## config.mk

```make
export PLATFORM = sky130hd
export DESIGN_NAME = param_seq_multiplier
export DESIGN_NICKNAME = d
export VERILOG_FILES = /design/src/rtl/param_arith_pkg.sv /design/src/rtl/param_mul_step.sv /design/src/rtl/param_seq_multiplier.sv
export SDC_FILE = /design/constraint.sdc
export NUM_CORES = 1
export LEC_CHECK = 0
export CORE_MARGIN = 5
export CORE_UTILIZATION = 60
export DETAILED_ROUTE_END_ITERATION = 10
export HOLD_SLACK_MARGIN = 0.06
export PLACE_DENSITY = 0.84
export SLEW_MARGIN = 25
export SYNTH_ARGS = -nofsm -noshare
export SYNTH_HDL_FRONTEND = slang
export SYNTH_HIERARCHICAL = 1
export SYNTH_SLANG_ARGS = --single-unit
```

## constraint.sdc

```tcl
create_clock -name clk -period 7.6 [get_ports clk]
set_input_delay 1.14 -clock clk [delete_from_list [all_inputs] [get_ports clk]]
set_output_delay 1.14 -clock clk [all_outputs]
set_load 0.05 [all_outputs]
```

## src/rtl/param_arith_pkg.sv

```systemverilog
// Shared types and constants for the parameterised arithmetic blocks:
// the IDLE/RUN/DONE state encoding and the default operand width.
package param_arith_pkg;

  localparam int DEFAULT_WIDTH = 8;

  typedef enum logic [1:0] {
    IDLE = 2'd0,
    RUN  = 2'd1,
    DONE = 2'd2
  } state_e;

endpackage

```

## src/rtl/param_mul_step.sv

```systemverilog
// One shift-and-add multiplication step: conditionally adds the shifted
// multiplicand into the accumulator, then advances both operand shifters.
module param_mul_step
  import param_arith_pkg::*;
#(
  parameter int WIDTH = DEFAULT_WIDTH
) (
  input  logic [2*WIDTH-1:0] i_acc,
  input  logic [2*WIDTH-1:0] i_mcand,
  input  logic [WIDTH-1:0]   i_mplier,
  output logic [2*WIDTH-1:0] o_acc,
  output logic [2*WIDTH-1:0] o_mcand,
  output logic [WIDTH-1:0]   o_mplier
);

  // The accumulator is 2*WIDTH wide, so the running sum cannot carry out.
  assign o_acc    = i_mplier[0] ? (i_acc + i_mcand) : i_acc;
  assign o_mcand  = i_mcand << 1;
  assign o_mplier = i_mplier >> 1;

endmodule

```

## src/rtl/param_seq_multiplier.sv

```systemverilog
// Sequential shift-and-add unsigned multiplier (WIDTH >= 2) with valid/ready
// operand and result ports. Define PARAM_SEQ_MUL_EARLY_TERM_EN to finish as
// soon as the remaining multiplier bits are all zero.
module param_seq_multiplier
  import param_arith_pkg::*;
#(
  parameter int WIDTH = DEFAULT_WIDTH
) (
  input  logic               clk,
  input  logic               rst_n,
  input  logic               in_valid,
  output logic               in_ready,
  input  logic [WIDTH-1:0]   multiplicand,
  input  logic [WIDTH-1:0]   multiplier,
  output logic               out_valid,
  input  logic               out_ready,
  output logic [2*WIDTH-1:0] product,
  output logic               busy,
  output state_e             dbg_state
);

  // Handshakes: a transfer happens on a rising edge where valid and ready
  // are both high; in_ready is high only in IDLE, out_valid only in DONE,
  // and product is meaningful only while out_valid is high.

  localparam int CW = $clog2(WIDTH);
  localparam logic [CW-1:0] LAST_STEP = CW'(WIDTH - 1);

  state_e r_state, w_state_next;

  logic [2*WIDTH-1:0] r_acc;
  logic [2*WIDTH-1:0] r_mcand;
  logic [2*WIDTH-1:0] r_product;
  logic [WIDTH-1:0]   r_mplier;
  logic [CW-1:0]      r_cnt;

  logic [2*WIDTH-1:0] w_acc_step;
  logic [2*WIDTH-1:0] w_mcand_step;
  logic [WIDTH-1:0]   w_mplier_step;
  logic               w_accept;
  logic               w_release;
  logic               w_last;

  param_mul_step #(.WIDTH(WIDTH)) u_step (
    .i_acc    (r_acc),
    .i_mcand  (r_mcand),
    .i_mplier (r_mplier),
    .o_acc    (w_acc_step),
    .o_mcand  (w_mcand_step),
    .o_mplier (w_mplier_step)
  );

  assign w_accept  = in_valid && in_ready;
  assign w_release = out_valid && out_ready;

`ifdef PARAM_SEQ_MUL_EARLY_TERM_EN
  assign w_last = (w_mplier_step == '0) || (r_cnt == LAST_STEP);
`else
  assign w_last = (r_cnt == LAST_STEP);
`endif

  always_comb begin
    w_state_next = r_state;
    in_ready     = 1'b0;
    out_valid    = 1'b0;
    busy         = 1'b0;
    case (r_state)
      IDLE: begin
        in_ready = 1'b1;
        if (w_accept) w_state_next = RUN;
      end
      RUN: begin
        busy = 1'b1;
        if (w_last) w_state_next = DONE;
      end
      DONE: begin
        busy      = 1'b1;
        out_valid = 1'b1;
        if (w_release) w_state_next = IDLE;
      end
      default: w_state_next = IDLE;
    endcase
  end

  always_ff @(posedge clk or negedge rst_n) begin
    if (!rst_n) r_state <= IDLE;
    else        r_state <= w_state_next;
  end

  // r_product is loaded only when the final step completes, so it holds the
  // previous result through IDLE and RUN and partial sums are never shown.
  always_ff @(posedge clk or negedge rst_n) begin
    if (!rst_n) begin
      r_acc     <= '0;
      r_mcand   <= '0;
      r_mplier  <= '0;
      r_cnt     <= '0;
      r_product <= '0;
    end else if (w_accept) begin
      r_acc    <= '0;
      r_mcand  <= {{WIDTH{1'b0}}, multiplicand};
      r_mplier <= multiplier;
      r_cnt    <= '0;
    end else if (r_state == RUN) begin
      r_acc    <= w_acc_step;
      r_mcand  <= w_mcand_step;
      r_mplier <= w_mplier_step;
      r_cnt    <= r_cnt + CW'(1);
      if (w_last) r_product <= w_acc_step;
    end
  end

  assign product   = r_product;
  assign dbg_state = r_state;

endmodule

```

==> run summary, run 1 <==
input/output buffers: 40
leak pwr: 2.00 nW
count of clock tree sinks: 61
Horiz. Die Dim: 89.0 um
root buffer cell: clkbuf_8
area used by multi-input combinational logic: 1930 um2
warnings from Yosys: 6
placeable core region: 5990 um2
critical-path cell list: inv_1 > ha_1 > clkdlybuf4s50_1
antenna diode instance count: 0
post-synthesis cell count: 349
commonest cells after routing, fill and taps aside: dfrtp_1, mux2i_1, clkdlybuf4s50_1, nor2_1, mux2_2
most used flip-flop cell after synthesis: dfrtp_1
starting density of the core: 62.5%
maximum number of pins on one net before global-route repair: 62
fraction of the cycle the final worst path needs: 40.0%
later-pin clock latency in the skew report: 0.33 ns
H-tree lvl count: 3
worst min-delay path category: register to register
flip-flop and latch count after synthesis: 61
critical path peak fanout: 4
final count of pins violating max slew: 0
All-Layer GR Usage: 18.6%
via count of the first global-routing pass: 2574
sequential cell area: 1530 um2
count of buffers added by post-CTS timing repair for setup: 0
Final min period: 3.04 ns
FILL cells: 425
share of async-settable or async-resettable flops after synthesis: 100%
Pint: 1.05 mW
Sw Share: 41.6%
number of I/O pins: 41
clock slew at reported path FFs: 0.07 ns
part of the power in the clock network: 19.2%
count of flip-flops with a built-in enable after synthesis: 0
sum of negative setup slack: 0 ns
sum of routed wire length over all layers: 6.72 mm
global placement routability congestion: 0.854
total placed cells including tap cells: 428
Resize count post-CTS: 0
largest clock skew in the final design: 0.0107 ns
ratio of routed vias to standard cells: 5.68
Final ANT Viol Nets: 0
Final Instance Count excl. Fillers: 444
number of distinct library cell variants in the gate-level netlist after synthesis: 51
worst path required time: 6.46 ns
via count: 2520
final hold slack: 0.505 ns
CTS tree: built
highest cell delay on the worst timing path: 0.80 ns
first-pass GRT wire length: 11.6 mm
critical path arrival: 1.90 ns
final-stage net count: 406
sw power: 0.749 mW
fraction of final layout cells sized beyond drive strength 1: 17.3%
Inserted Clock Buffers: 9
final setup fails: 0
Setup crit end kind: output port
initial antenna violation count: 0
Avg Inst Size Synth: 10.7 um2
Die Y: 89.0 um
Least-Margin Pin Slew: 0.898 ns
startpoint kind of the worst setup timing path: register
most frequent standard cell in the layout excluding fill and tap cells: dfrtp_1
Pre-antenna DRT Iters: 4
average routed wire per standard cell: 15.1 um
critical-path cell with the highest stage delay: clkdlybuf4s50_1
synthesized area: 3740 um2
number of placement rows: 28
result of the run: finished clean
Comb power frac: 50.4%
final hold violations: 0
total of max-cap violations: 0
signed area change from the synthesized netlist to the final layout: 13.0%
unrepaired setup endpoints after global routing: false
DRC violations left: 0
die area: 7920 um2
worst slew slack as a fraction of its limit: 40.1%
DRC violation total after the first TritonRoute iteration: 112
maximum vdd ir drop: 0.000524 V
Pwr Density: 426 nW/um2
type of the setup path with the least slack: register to output port
sequential fraction of design power: 30.4%
clk buf depth: 2
cell area after layout: 4230 um2
overflow left after global routing: 0
half-perimeter wire length after placement: 4.49 mm
post-detailed-placement cell area: 3990 um2
highest achievable clock rate: 0.329 GHz
proportion of synthesized chip area in sequential cells: 40.8%
post-cts hold buffer count: 0
cell type report:
cell class,instances,area share [%]
inverter,8,0.710
timing repair buffer,42,9.71
clock inverter,6,2.63
multi-input combinational,242,45.6
clock buffer,10,3.02
sequential,61,36.1
tap,75,2.22
critical path, delay by kind of cell, from the launching register on:
family	cells	cell delay [ns]
adder cells (fa/ha/maj)	1	0.28
flip-flops	1	0.40
buffers and inverters	2	0.90
power groups by stage:
stage / clock (mW) / sequential, mW / combinational (mW)
global placement: 0 / 0.549 / 0.871
finish: 0.346 / 0.546 / 0.907
CTS: 0.352 / 0.548 / 0.909
global route: 0.369 / 0.563 / 0.993
floorplan: 0 / 0.601 / 0.717
detailed placement: 0 / 0.551 / 0.902
routing by layer:
metal,track usage [%],routed length [um],vias up
li1,-,-,1239
met1,23.8,3190,1219
met2,31.2,3170,53
met3,4.79,272,9
met4,5.55,85,0
met5,0,0,-
Yosys cell counts, types with 2 or more instances:
cell,number,share of area [%]
buf_4,24,4.8
buf_2,6,0.80
xor2_1,3,0.70
ha_1,21,7.0
nor2_1,32,3.2
mux2_2,29,8.7
a221o_1,2,0.53
o21ai_0,17,2.3
buf_6,3,0.90
o21ai_1,2,0.27
and3_2,3,0.60
a21o_2,2,0.47
a21oi_1,13,1.7
dfrtp_1,61,41
nand2_1,27,2.7
mux2i_1,42,11
nand3_1,2,0.27
a21o_1,3,0.60
xnor2_1,11,2.6
and3_1,2,0.33
a31oi_1,3,0.50
clkbuf_1,5,0.50
inv_1,8,0.80
kinds of logic after synthesis:
kind of cell | after synthesis | share of synthesized area, %
adders and majority gates | 22 | 7.56
AOI/OAI and AO/OA | 56 | 10.7
muxes | 72 | 20.4
buffers and inverters | 47 | 7.92
other | 1 | 0.100
and+or+nand+nor | 76 | 9.29
DFF | 61 | 40.8
xor gates and xnor gates | 14 | 3.28
registers in the layout, summed over array words and instances (netlist names):
signal and flops:
product 16, dbg_state 2, r_cnt 3, r_mplier 8, r_acc 16, r_mcand 16
metrics by stage:
stage	power, mW	setup slack (ns)	utilization (%)
floorplan	1.32	5.05	-
global placement	1.42	4.38	66.6
detailed placement	1.45	4.34	66.6
CTS	1.81	4.54	70.6
global route	1.92	4.48	70.6
finish	1.80	4.56	70.6
worst paths after layout:
check	from	endpoint	slack, ns	cells past startpoint
setup / recovery	dbg_state[0]	busy	4.56	3
hold / removal	product[8]	product[8]	0.51	1
setup reg to reg	r_acc[0]	product[14]	4.81	9
hold reg to reg	product[8]	product[8]	0.51	1
max in group asynchronous	rst_n	dbg_state[0]	6.13	2
min in group asynchronous	rst_n	r_acc[2]	0.96	2
(Power assumes the default switching activity.)
==> run 2, diff against run 1 <==
CORE_UTILIZATION = 51   (was 60)
PLACE_DENSITY = 0.76   (was 0.84)
clock period = 2.6 ns   (was 7.6 ns; I/O delays follow)
==> run 2 against run 1 <==
Net effect:
- the run now ends with negative setup slack left
- first-iteration DRC count is 8.0% higher
- hold slack worse by 0.29 ns
- clock power is 110% higher
- core utilization is 10 points lower
==> run summary, run 2 (synthesis results as in run 1) <==
post-layout power: 5.17 mW (was 1.80 mW)
placeable core region: 7210 um2 (was 5990 um2)
Least-Margin Pin Slew: 0.758 ns (was 0.898 ns)
Setup crit end kind: register (was output port)
via count: 2575 (was 2520)
worst min-delay path category: input pin to async pin (was register to register)
later-pin clock latency in the skew report: 0.34 ns (was 0.33 ns)
depth of the worst register-to-register path: 10 (was 9)
highest achievable clock rate: 0.384 GHz
fraction of final layout cells sized beyond drive strength 1: 21.2% (was 17.3%)
DRC violation total after the first TritonRoute iteration: 121 (was 112)
Horiz. Die Dim: 95.7 um (was 89.0 um)
number of placement rows: 31 (was 28)
half-perimeter wire length after placement: 4.91 mm (was 4.49 mm)
H-tree lvl count: 3 (unchanged)
Pwr Density: 1190 nW/um2 (was 426 nW/um2)
count of clock tree sinks: 61 (unchanged)
final-stage net count: 420 (was 406)
failing checks: negative setup slack
All-Layer GR Usage: 17.5% (was 18.6%)
initial antenna violation count: 0 (unchanged)
startpoint kind of the worst setup timing path: register (unchanged)
signed area change from the synthesized netlist to the final layout: 16.0% (was 13.0%)
critical path arrival: 2.82 ns (was 1.90 ns)
clock slew at reported path FFs: 0.07 ns (about the same)
die area: 9150 um2 (was 7920 um2)
fraction of the cycle the final worst path needs: 100%
maximum number of pins on one net before global-route repair: 62 (unchanged)
global placement routability congestion: 0.830 (was 0.854)
ratio of routed vias to standard cells: 5.35 (was 5.68)
leak pwr: 2.04 nW (was 2.00 nW)
via count of the first global-routing pass: 2683 (was 2574)
starting density of the core: 51.9% (was 62.5%)
result of the run: finished with violations (was finished clean)
first-pass GRT wire length: 12.3 mm (was 11.6 mm)
worst path required time: 2.82 ns (was 6.46 ns)
commonest cells after routing, fill and taps aside: dfrtp_1, mux2i_1, clkdlybuf4s50_1, nor2_1, nand2_1 (was dfrtp_1, mux2i_1, clkdlybuf4s50_1, nor2_1, mux2_2)
antenna diode instance count: 0 (unchanged)
worst reg2reg startpoint: r_acc[0] (unchanged)
Reg2Reg Setup Slack: -0.001 ns (was 4.81 ns)
average routed wire per standard cell: 14.9 um (was 15.1 um)
Final min period: 2.60 ns
critical path peak fanout: 3 (was 4)
largest clock skew in the final design: 0.00859 ns (was 0.0107 ns)
maximum vdd ir drop: 0.00121 V (was 0.000524 V)
worst slew slack as a fraction of its limit: 49.4% (was 40.1%)
final setup fails: 1 (was 0)
Final ANT Viol Nets: 0 (unchanged)
number of I/O pins: 41 (unchanged)
most frequent standard cell in the layout excluding fill and tap cells: dfrtp_1 (unchanged)
DRC violations left: 0 (unchanged)
Die Y: 95.7 um (was 89.0 um)
post-cts hold buffer count: 0 (unchanged)
final count of pins violating max slew: 0 (unchanged)
root buffer cell: clkbuf_8 (unchanged)
CTS tree: built (unchanged)
input/output buffers: 40 (unchanged)
Pre-antenna DRT Iters: 4 (unchanged)
type of the setup path with the least slack: register to register (was register to output port)
final design utilization: 60.2% (was 70.6%)
Inserted Clock Buffers: 9 (unchanged)
final setup margin: -0.00128 ns (was 4.56 ns)
overflow left after global routing: 0 (unchanged)
clk buf depth: 2 (unchanged)
total of max-cap violations: 0 (unchanged)
unrepaired setup endpoints after global routing: true (was false)
final hold violations: 0 (unchanged)
Critical R2R Capture: product[12] (was product[14])
sum of routed wire length over all layers: 7.18 mm (was 6.72 mm)
run 2: metal layers:
metal  global-route usage [%]  routed length [um]
met1                     22.0                3270
met2                     28.4                3500
met3                     4.58                 304
met4                     7.11                 104
met5                        0                   0
run 2: cell type report:
class,instances,area [um2]
Multi-Input combinational cell,242,1980
Fill cell,625,2870
Sequential cell,61,1530
Tap cell,99,124
Inverter,8,30.0
Clock buffer,10,138
Clock inverter,5,27.5
Timing Repair Buffer,56,519
run 2: per-stage QoR:
| step | instances | worst slack, ns | hold slack [ns] | area (um2) | setup TNS, ns |
|---|---|---|---|---|---|
| 2_1_floorplan | 350 | 0.0528 | 0.0944 | 3750 | 0 |
| 4_1_cts | 479 | -0.0301 | 0.238 | 4310 | -0.0627 |
| 3_5_place_dp | 461 | -0.0465 | 0.496 | 4090 | -0.119 |
| 3_3_place_gp | 461 | -0.0137 | 0.492 | 4090 | -0.0162 |
| 5_1_grt | 481 | -0.0992 | 0.290 | 4340 | -0.476 |
| 6_report | 481 | -0.00128 | 0.220 | 4340 | -0.00128 |
run 2: repair_timing:
action                                  in CTS  in global routing
pin swaps                                   10                  8
buffers inserted                             3                  2
endpoints found under the hold margin        0                  0
endpoints found under the setup margin       6                 10
resized for setup                            9                  3
run 2: how the worst max path moves through the flow:
stage / startpoint / cells past startpoint / slack [ns] / end
2_1_floorplan: r_acc[0] / 9 / 0.05 / product[14]
3_3_place_gp: r_acc[0] / 9 / -0.01 / product[10]
3_5_place_dp: r_acc[0] / 9 / -0.05 / product[10]
4_1_cts: r_mcand[0] / 10 / -0.03 / product[10]
5_1_grt: r_acc[0] / 11 / -0.1 / r_acc[10]
6_report: r_acc[0] / 10 / -0.001 / product[12]
run 2: report_power, final:
part / internal (mW) / switching [mW] / total [mW] / leakage, nW
Sequential: 1.29 / 0.278 / 1.57 / 0.808
Combinational: 1.28 / 1.61 / 2.89 / 1.15
Clock: 0.359 / 0.357 / 0.715 / 0.0877
Total: 2.93 / 2.24 / 5.17 / 2.04
run 2: critical path, cell delays in order, from the launching register on:
cell and delay [ns]:
dfrtp_1 0.38, ha_2 0.20, fa_2 0.35, a21o_4 0.22, a221oi_4 0.27, buf_4 0.16, o211ai_2 0.07, a31oi_2 0.17
xnor2_1 0.11, mux2_4 0.28, mux2_4 0.25
